**src/rtl/execute_stage_pkg.sv**
```systemverilog
// rtl/execute_stage_pkg.sv - Y86-64 shared constants, encodings and condition helper for the execute stage
package execute_stage_pkg;

  localparam int STAT_W  = 3;
  localparam int ICODE_W = 4;
  localparam int IFUN_W  = 4;
  localparam int REG_W   = 4;

  typedef enum logic [ICODE_W-1:0] {
    IHALT   = 4'h0,
    INOP    = 4'h1,
    IRRMOVQ = 4'h2,
    IIRMOVQ = 4'h3,
    IRMMOVQ = 4'h4,
    IMRMOVQ = 4'h5,
    IOPQ    = 4'h6,
    IJXX    = 4'h7,
    ICALL   = 4'h8,
    IRET    = 4'h9,
    IPUSHQ  = 4'hA,
    IPOPQ   = 4'hB
  } icode_e;

  typedef enum logic [IFUN_W-1:0] {
    ALUADD = 4'h0,
    ALUSUB = 4'h1,
    ALUAND = 4'h2,
    ALUXOR = 4'h3,
    ALUMUL = 4'h4
  } alu_fun_e;

  typedef enum logic [IFUN_W-1:0] {
    C_YES = 4'h0,
    C_LE  = 4'h1,
    C_L   = 4'h2,
    C_E   = 4'h3,
    C_NE  = 4'h4,
    C_GE  = 4'h5,
    C_G   = 4'h6
  } cond_e;

  localparam logic [STAT_W-1:0] SAOK = 3'd1;
  localparam logic [STAT_W-1:0] SADR = 3'd2;
  localparam logic [STAT_W-1:0] SINS = 3'd3;
  localparam logic [STAT_W-1:0] SHLT = 3'd4;

  localparam logic [REG_W-1:0] NREG = 4'hF;

  typedef enum logic [1:0] {
    MUL_IDLE = 2'd0,
    MUL_BUSY = 2'd1,
    MUL_DONE = 2'd2
  } mul_state_e;

  // cc is packed {ZF,SF,OF}; unknown condition codes never fire
  function automatic logic cond_eval(input logic [2:0] cc, input logic [IFUN_W-1:0] fun);
    logic zf;
    logic sf;
    logic of;
    {zf, sf, of} = cc;
    case (fun)
      C_YES:   return 1'b1;
      C_LE:    return (sf ^ of) | zf;
      C_L:     return sf ^ of;
      C_E:     return zf;
      C_NE:    return ~zf;
      C_GE:    return ~(sf ^ of);
      C_G:     return ~(sf ^ of) & ~zf;
      default: return 1'b0;
    endcase
  endfunction

endpackage

```
**src/rtl/execute_stage_mul_iter.sv**
```systemverilog
// rtl/execute_stage_mul_iter.sv - iterative shift-add multiplier FSM, built only with EXEC_MUL_EN
`ifdef EXEC_MUL_EN
module exec_mul_iter
  import execute_stage_pkg::*;
#(
  parameter int DATA_W     = 64,
  parameter int MUL_STEP_W = 8
) (
  input  logic              clk_i,
  input  logic              rst_n_i,
  input  logic              valid_i,
  input  logic [DATA_W-1:0] a_i,
  input  logic [DATA_W-1:0] b_i,
  output logic              busy_o,
  output logic              done_o,
  output logic [DATA_W-1:0] product_o
);

  localparam int STEPS = DATA_W / MUL_STEP_W;
  localparam int CNT_W = (STEPS > 1) ? $clog2(STEPS) : 1;
  localparam logic [CNT_W-1:0] LAST = CNT_W'(STEPS - 1);

  mul_state_e              state, state_nxt;
  logic [CNT_W-1:0]        cnt;
  logic [DATA_W-1:0]       acc;
  logic [MUL_STEP_W-1:0]   chunk;
  logic [DATA_W-1:0]       partial;
  int unsigned             shamt;

  // One MUL_STEP_W slice of b times a, aligned to its weight; bits above DATA_W drop out
  always_comb begin
    shamt   = int'(cnt) * MUL_STEP_W;
    chunk   = MUL_STEP_W'(b_i >> shamt);
    partial = (a_i * DATA_W'(chunk)) << shamt;
  end

  // Next state and handshake; a flush (valid_i dropping) abandons the product
  always_comb begin
    state_nxt = state;
    busy_o    = 1'b0;
    done_o    = 1'b0;
    case (state)
      MUL_IDLE: begin
        busy_o = valid_i;
        if (valid_i) state_nxt = MUL_BUSY;
      end
      MUL_BUSY: begin
        busy_o = valid_i;
        if (!valid_i)          state_nxt = MUL_IDLE;
        else if (cnt == LAST)  state_nxt = MUL_DONE;
      end
      MUL_DONE: begin
        done_o    = 1'b1;
        state_nxt = MUL_IDLE;
      end
      default: state_nxt = MUL_IDLE;
    endcase
  end

  assign product_o = acc;

  // State, step counter and accumulator
  always_ff @(posedge clk_i or negedge rst_n_i) begin
    if (!rst_n_i) begin
      state <= MUL_IDLE;
      cnt   <= '0;
      acc   <= '0;
    end else begin
      state <= state_nxt;
      if (state == MUL_IDLE && valid_i) begin
        cnt <= '0;
        acc <= '0;
      end else if (state == MUL_BUSY && valid_i) begin
        cnt <= cnt + CNT_W'(1);
        acc <= acc + partial;
      end
    end
  end

endmodule
`endif

```
**src/rtl/execute_stage.sv**
```systemverilog
// rtl/execute_stage.sv - Y86-64 execute stage (ALU, CC register, condition, cmov dstE); EXEC_MUL_EN adds iterative MUL
module execute_stage
  import execute_stage_pkg::*;
#(
  parameter int DATA_W     = 64,
  parameter int MUL_STEP_W = 8
) (
  input  logic               clk_i,
  input  logic               rst_n_i,
  input  logic [STAT_W-1:0]  E_stat_i,
  input  logic [ICODE_W-1:0] E_icode_i,
  input  logic [IFUN_W-1:0]  E_ifun_i,
  input  logic [DATA_W-1:0]  E_valC_i,
  input  logic [DATA_W-1:0]  E_valA_i,
  input  logic [DATA_W-1:0]  E_valB_i,
  input  logic [REG_W-1:0]   E_dstE_i,
  input  logic [REG_W-1:0]   E_dstM_i,
  input  logic [STAT_W-1:0]  m_stat_i,
  input  logic [STAT_W-1:0]  W_stat_i,
  output logic [STAT_W-1:0]  e_stat_o,
  output logic [ICODE_W-1:0] e_icode_o,
  output logic [REG_W-1:0]   e_dstM_o,
  output logic [DATA_W-1:0]  e_valA_o,
  output logic [DATA_W-1:0]  e_valE_o,
  output logic [REG_W-1:0]   e_dstE_o,
  output logic               e_Cnd_o,
  output logic               e_busy_o,
  output logic [2:0]         cc_o
);

  localparam int MSB = DATA_W - 1;

  if ((DATA_W % MUL_STEP_W) != 0) begin : g_step_check
    $error("MUL_STEP_W must divide DATA_W");
  end

  logic [DATA_W-1:0] alu_a, alu_b, alu_res;
  logic [IFUN_W-1:0] alu_fun;
  logic              alu_of;
  logic              is_mul, stat_ok, set_cc;
  logic [2:0]        cc_q, cc_d;

  assign e_stat_o  = E_stat_i;
  assign e_icode_o = E_icode_i;
  assign e_dstM_o  = E_dstM_i;
  assign e_valA_o  = E_valA_i;
  assign cc_o      = cc_q;

  assign is_mul  = (E_icode_i == IOPQ) && (E_ifun_i == ALUMUL);
  assign alu_fun = (E_icode_i == IOPQ) ? E_ifun_i : ALUADD;
  assign stat_ok = (E_stat_i == SAOK) && (m_stat_i == SAOK) && (W_stat_i == SAOK);

  // Operand A: register, immediate/displacement, or the stack-pointer step
  always_comb begin
    alu_a = '0;
    case (E_icode_i)
      IRRMOVQ, IOPQ:             alu_a = E_valA_i;
      IIRMOVQ, IRMMOVQ, IMRMOVQ: alu_a = E_valC_i;
      ICALL, IPUSHQ:             alu_a = -DATA_W'(8);
      IRET, IPOPQ:               alu_a = DATA_W'(8);
      default:                   alu_a = '0;
    endcase
  end

  // Operand B: base register for address/stack/arith forms, zero otherwise
  always_comb begin
    alu_b = '0;
    case (E_icode_i)
      IRMMOVQ, IMRMOVQ, IOPQ, ICALL, IPUSHQ, IRET, IPOPQ: alu_b = E_valB_i;
      default:                                           alu_b = '0;
    endcase
  end

  // Single-cycle ALU; unlisted function codes yield zero with OF clear
  always_comb begin
    alu_res = '0;
    alu_of  = 1'b0;
    case (alu_fun)
      ALUADD: begin
        alu_res = alu_b + alu_a;
        alu_of  = (alu_a[MSB] == alu_b[MSB]) && (alu_res[MSB] != alu_a[MSB]);
      end
      ALUSUB: begin
        alu_res = alu_b - alu_a;
        alu_of  = (alu_a[MSB] != alu_b[MSB]) && (alu_res[MSB] != alu_b[MSB]);
      end
      ALUAND:  alu_res = alu_b & alu_a;
      ALUXOR:  alu_res = alu_b ^ alu_a;
      default: alu_res = '0;
    endcase
  end

`ifdef EXEC_MUL_EN
  logic              mul_valid, mul_busy, mul_done;
  logic [DATA_W-1:0] mul_product;

  assign mul_valid = is_mul && (E_stat_i == SAOK);

  exec_mul_iter #(
    .DATA_W     (DATA_W),
    .MUL_STEP_W (MUL_STEP_W)
  ) u_mul (
    .clk_i     (clk_i),
    .rst_n_i   (rst_n_i),
    .valid_i   (mul_valid),
    .a_i       (alu_a),
    .b_i       (alu_b),
    .busy_o    (mul_busy),
    .done_o    (mul_done),
    .product_o (mul_product)
  );

  assign e_busy_o = mul_busy;
  // MUL may only touch CC on its DONE cycle; OF is already clear from the ALU default
  assign set_cc   = (E_icode_i == IOPQ) && stat_ok && (!is_mul || mul_done);

  // Result mux: product is only exposed once the iteration has finished
  always_comb begin
    e_valE_o = alu_res;
    if (is_mul) e_valE_o = mul_done ? mul_product : '0;
  end
`else
  assign e_busy_o = 1'b0;
  // Without the multiplier, ifun 4 is inert: zero result and no flag update
  assign set_cc   = (E_icode_i == IOPQ) && stat_ok && !is_mul;

  // Result mux: ALU only
  always_comb begin
    e_valE_o = alu_res;
  end
`endif

  assign cc_d = {(e_valE_o == '0), e_valE_o[MSB], alu_of};

  // Condition uses the committed CC, not the flags being produced this cycle
  always_comb begin
    e_Cnd_o  = cond_eval(cc_q, E_ifun_i);
    e_dstE_o = E_dstE_i;
    if (E_icode_i == IRRMOVQ && !e_Cnd_o) e_dstE_o = NREG;
  end

  // Architectural condition codes {ZF,SF,OF}; never stalled
  always_ff @(posedge clk_i or negedge rst_n_i) begin
    if (!rst_n_i) begin
      cc_q <= 3'b100;
    end else if (set_cc) begin
      cc_q <= cc_d;
    end
  end

endmodule

```
**config.mk**
```make
export PLATFORM = sky130hd
export DESIGN_NAME = execute_stage
export DESIGN_NICKNAME = d
export VERILOG_FILES = /design/src/rtl/execute_stage_pkg.sv /design/src/rtl/execute_stage_mul_iter.sv /design/src/rtl/execute_stage.sv
export SDC_FILE = /design/constraint.sdc
export NUM_CORES = 1
export LEC_CHECK = 0
export BUFFER_PORTS_ARGS = -buffer_cell sky130_fd_sc_hd__buf_4
export CAP_MARGIN = 20
export CELL_PAD_IN_SITES_DETAIL_PLACEMENT = 1
export CELL_PAD_IN_SITES_GLOBAL_PLACEMENT = 1
export CORE_MARGIN = 2
export CORE_UTILIZATION = 41
export DETAILED_ROUTE_END_ITERATION = 8
export GPL_TIMING_DRIVEN = 0
export PLACE_DENSITY_LB_ADDON = 0.12
export SLEW_MARGIN = 20
export SYNTH_ARGS = -nofsm -noshare
export SYNTH_HDL_FRONTEND = slang
export SYNTH_SLANG_ARGS = --single-unit
```
**constraint.sdc**
```tcl
create_clock -name clk_i -period 12.8 [get_ports clk_i]
set_input_delay 1.92 -clock clk_i [delete_from_list [all_inputs] [get_ports clk_i]]
set_output_delay 1.92 -clock clk_i [all_outputs]
set_load 0.02 [all_outputs]
```
==> reports/summary.txt <==
Metal2 WL: 35.6 mm
CTS tree: built
Crit Path Max Fanout: 10
Post-synth top area cell: ha_1
Final Hold Viols: 0
Die ar.: 0.0326 mm^2
P&R area growth vs syn: 25.5%
I/O Buffers: 354
Status: finished clean
Post-synthesis sequential area ratio: 0.596%
Post-synth top area share: 13.0%
Setup violations, final: 0
Initial core utilization: 41.7%
Endpoint type of the worst setup path: output port
# hold bufs at CTS: 0
Top-Level Pins: 367
Routed vias/inst: 6.88
Cts bufs inserted: 3
Most common flop cell mapped by yosys: dfrtp_1
Wirelength per Cell: 29.1 um
Nets: 2,713
Final worst hold slack: 595 ps
Pin count of the biggest net entering global routing: 11
Core area: 0.0307 mm^2
Setup TNS: 0 ps
Antenna violations before repair: 2
Rel. slew slack: 12.0%
Global-route wire length before repair: 118 mm
Syn nets: 2,353
Post-Syn Instances: 1,999
Leak pwr: 0.00742 uW
Vias in the first global route: 19.0k
Unrepaired setup endpoints after global routing: no
Worst setup SP type: input port
FF-to-FF path depth: 2
YS warnings: 0
Via count: 19.0k
Dpl hpwl: 64.8 mm
CP required: 10,880 ps
Synth top area cells: ha_1 (13%), a21oi_1 (7.3%), nor2_1 (5.6%)
Min cycle time layout: 12,100 ps
Finished Layout Cells: 2,755
Die width: 181 um
Synth unique cells: 108
Met3 wire length: 8.47 mm
Synth Cell Area: 0.0128 mm^2
DRC: 0
Total Power: 1090 uW
Initial DRC count: 2,254
Leading cell type in the layout, fill and taps excluded: buf_4
Syn avg cell area: 6.40 um^2
Tot GR Track Use: 46.2%
Mux cell area share after synthesis: 1.63%
H-tree depth reported by CTS: 1
Clock root cell: clkbuf_16
Final WL: 80.2 mm
HP Class: reg -> reg
Largest family of logic cells by synthesized area: compound AO/OA/AOI/OAI gates
EDFF count, synth: 0
R2R Setup Slk: 11,940 ps
Worst Max-Slew Pin Slew: 1310 ps
Top sig layer: met4
Async SR Flop Fraction: 100%
Clk pin slew, worst setup/hold paths: 30 ps
Die Y: 181 um
Period utilization: 94.6%
Slew Viols, Final: 0
Synth Area in Compound Gates: 40.4%
Peak VDD IR: 0.0439 mV
Hold depth: 2
Most frequent cells in the layout: buf_4 (434), nor2_1 (190), a21oi_1 (186), nand2_1 (164), ha_1 (133)
WS Path Type: in -> out
Resized Gates After CTS: 0
Arrival @ worst endpoint: 10,180 ps
Fraction of layout cells with a size suffix above 1: 22.6%
Max Clk Rate: 0.0826 GHz
Worst-Skew Late Latency: 230 ps
Met1 wire length: 29.8 mm
Postcts setup bufs: 0
Gr ovfl total: 0
Pwr Density: 67.7 mW/mm^2
Clock sink count: 3
ANT nets after route: 0
Gpl congestion: 1.09
Clock Path Buffers: 2
Post-Synth Adder-Cell Area: 13.5%
Synth Area in XOR/XNOR: 1.85%
Num rows: 64
FF+latch count, synth: 3
Drt pass-1 iters: 6
Synth Area in Simple Gates: 28.3%
# placed instances: 2,750
Max-cap violations: 0
Max reg flops: 3
Post-Route Skew: 0 ps
[worst paths after layout]
path | start | to
setup / recovery | E_icode_i[3] | e_valE_o[63]
hold / removal | cc_o[2]$_DFFE_PN1P_ | cc_o[2]$_DFFE_PN1P_
setup reg to reg | cc_o[2]$_DFFE_PN1P_ | cc_o[2]$_DFFE_PN1P_
hold reg to reg | cc_o[2]$_DFFE_PN1P_ | cc_o[2]$_DFFE_PN1P_
max in group asynchronous | rst_n_i | cc_o[2]$_DFFE_PN1P_
min in group asynchronous | rst_n_i | cc_o[0]$_DFFE_PN0P_
[report_power, final]
part / switching, uW / total [uW] / internal (uW)
registers: 0.0812 / 9.73 / 9.65
clock network: 8.91 / 50.0 / 41.1
logic: 673 / 1030 / 356
[cells in the mapped netlist (all sizes together) (25+ instances only)]
master,number
a211oi,30
a21oi,191
a221oi,76
and2,72
buf,108
clkbuf,96
ha,133
inv,140
nand2,164
nand3,43
nand4,31
nor2,193
nor3,54
nor4,32
o211ai,38
o21ai,131
o31ai,47
xnor2,25
[area by class of cell]
class	count	area [um^2]
repair buffers	355	2670
plain buffers	204	1220
multi-input cells	1652	11000
flip-flops and latches	3	76.3
well taps	396	495
fillers	4163	14600
clock buffers	4	78.8
diodes	1	2.50
inverters	140	526
[metal layers]
metal  GRT usage [%]  vias to the layer above
met5               0                        -
met4            29.9                        0
met3            9.34                      369
met2            74.7                     1337
met1            55.6                     9149
li1                -                     8109
[worst max-delay path, stage by stage]
cell      delay (ps)
buf_2            190
nor3b_1          450
clkbuf_1         540
buf_1            520
buf_1            990
a221oi_1         230
ha_1             450
nand2_1          140
or3_1            430
a211oi_1         590
o21ai_1          410
a211oi_1         750
o21ai_0          510
o21ai_0          540
nand4_1          200
o31a_1           350
o32ai_1          560
buf_4            220
buf_4            140
[through the flow]
stage                     instance area (um^2)  worst slack (ps)  util (%)
after CTS                                16000              1290      52.3
after floorplan                          12800              4510         -
after global routing                     16100               944      52.4
after global placement                   16000              1460      52.0
after detailed placement                 16000              1340      52.1
final                                    16100               697      52.4
[kinds of logic (layout without fill, tap and decap cells)]
family | Yosys count | after routing
AO/OA/AOI/OAI | 749 | 749
multiplexers | 20 | 20
other | 1 | 2
buffers and inverters | 344 | 703
adder cells (fa/ha/maj) | 138 | 138
XOR/XNOR | 27 | 27
flip-flops | 3 | 3
AND/OR/NAND/NOR | 717 | 717
(Power assumes the default switching activity.)
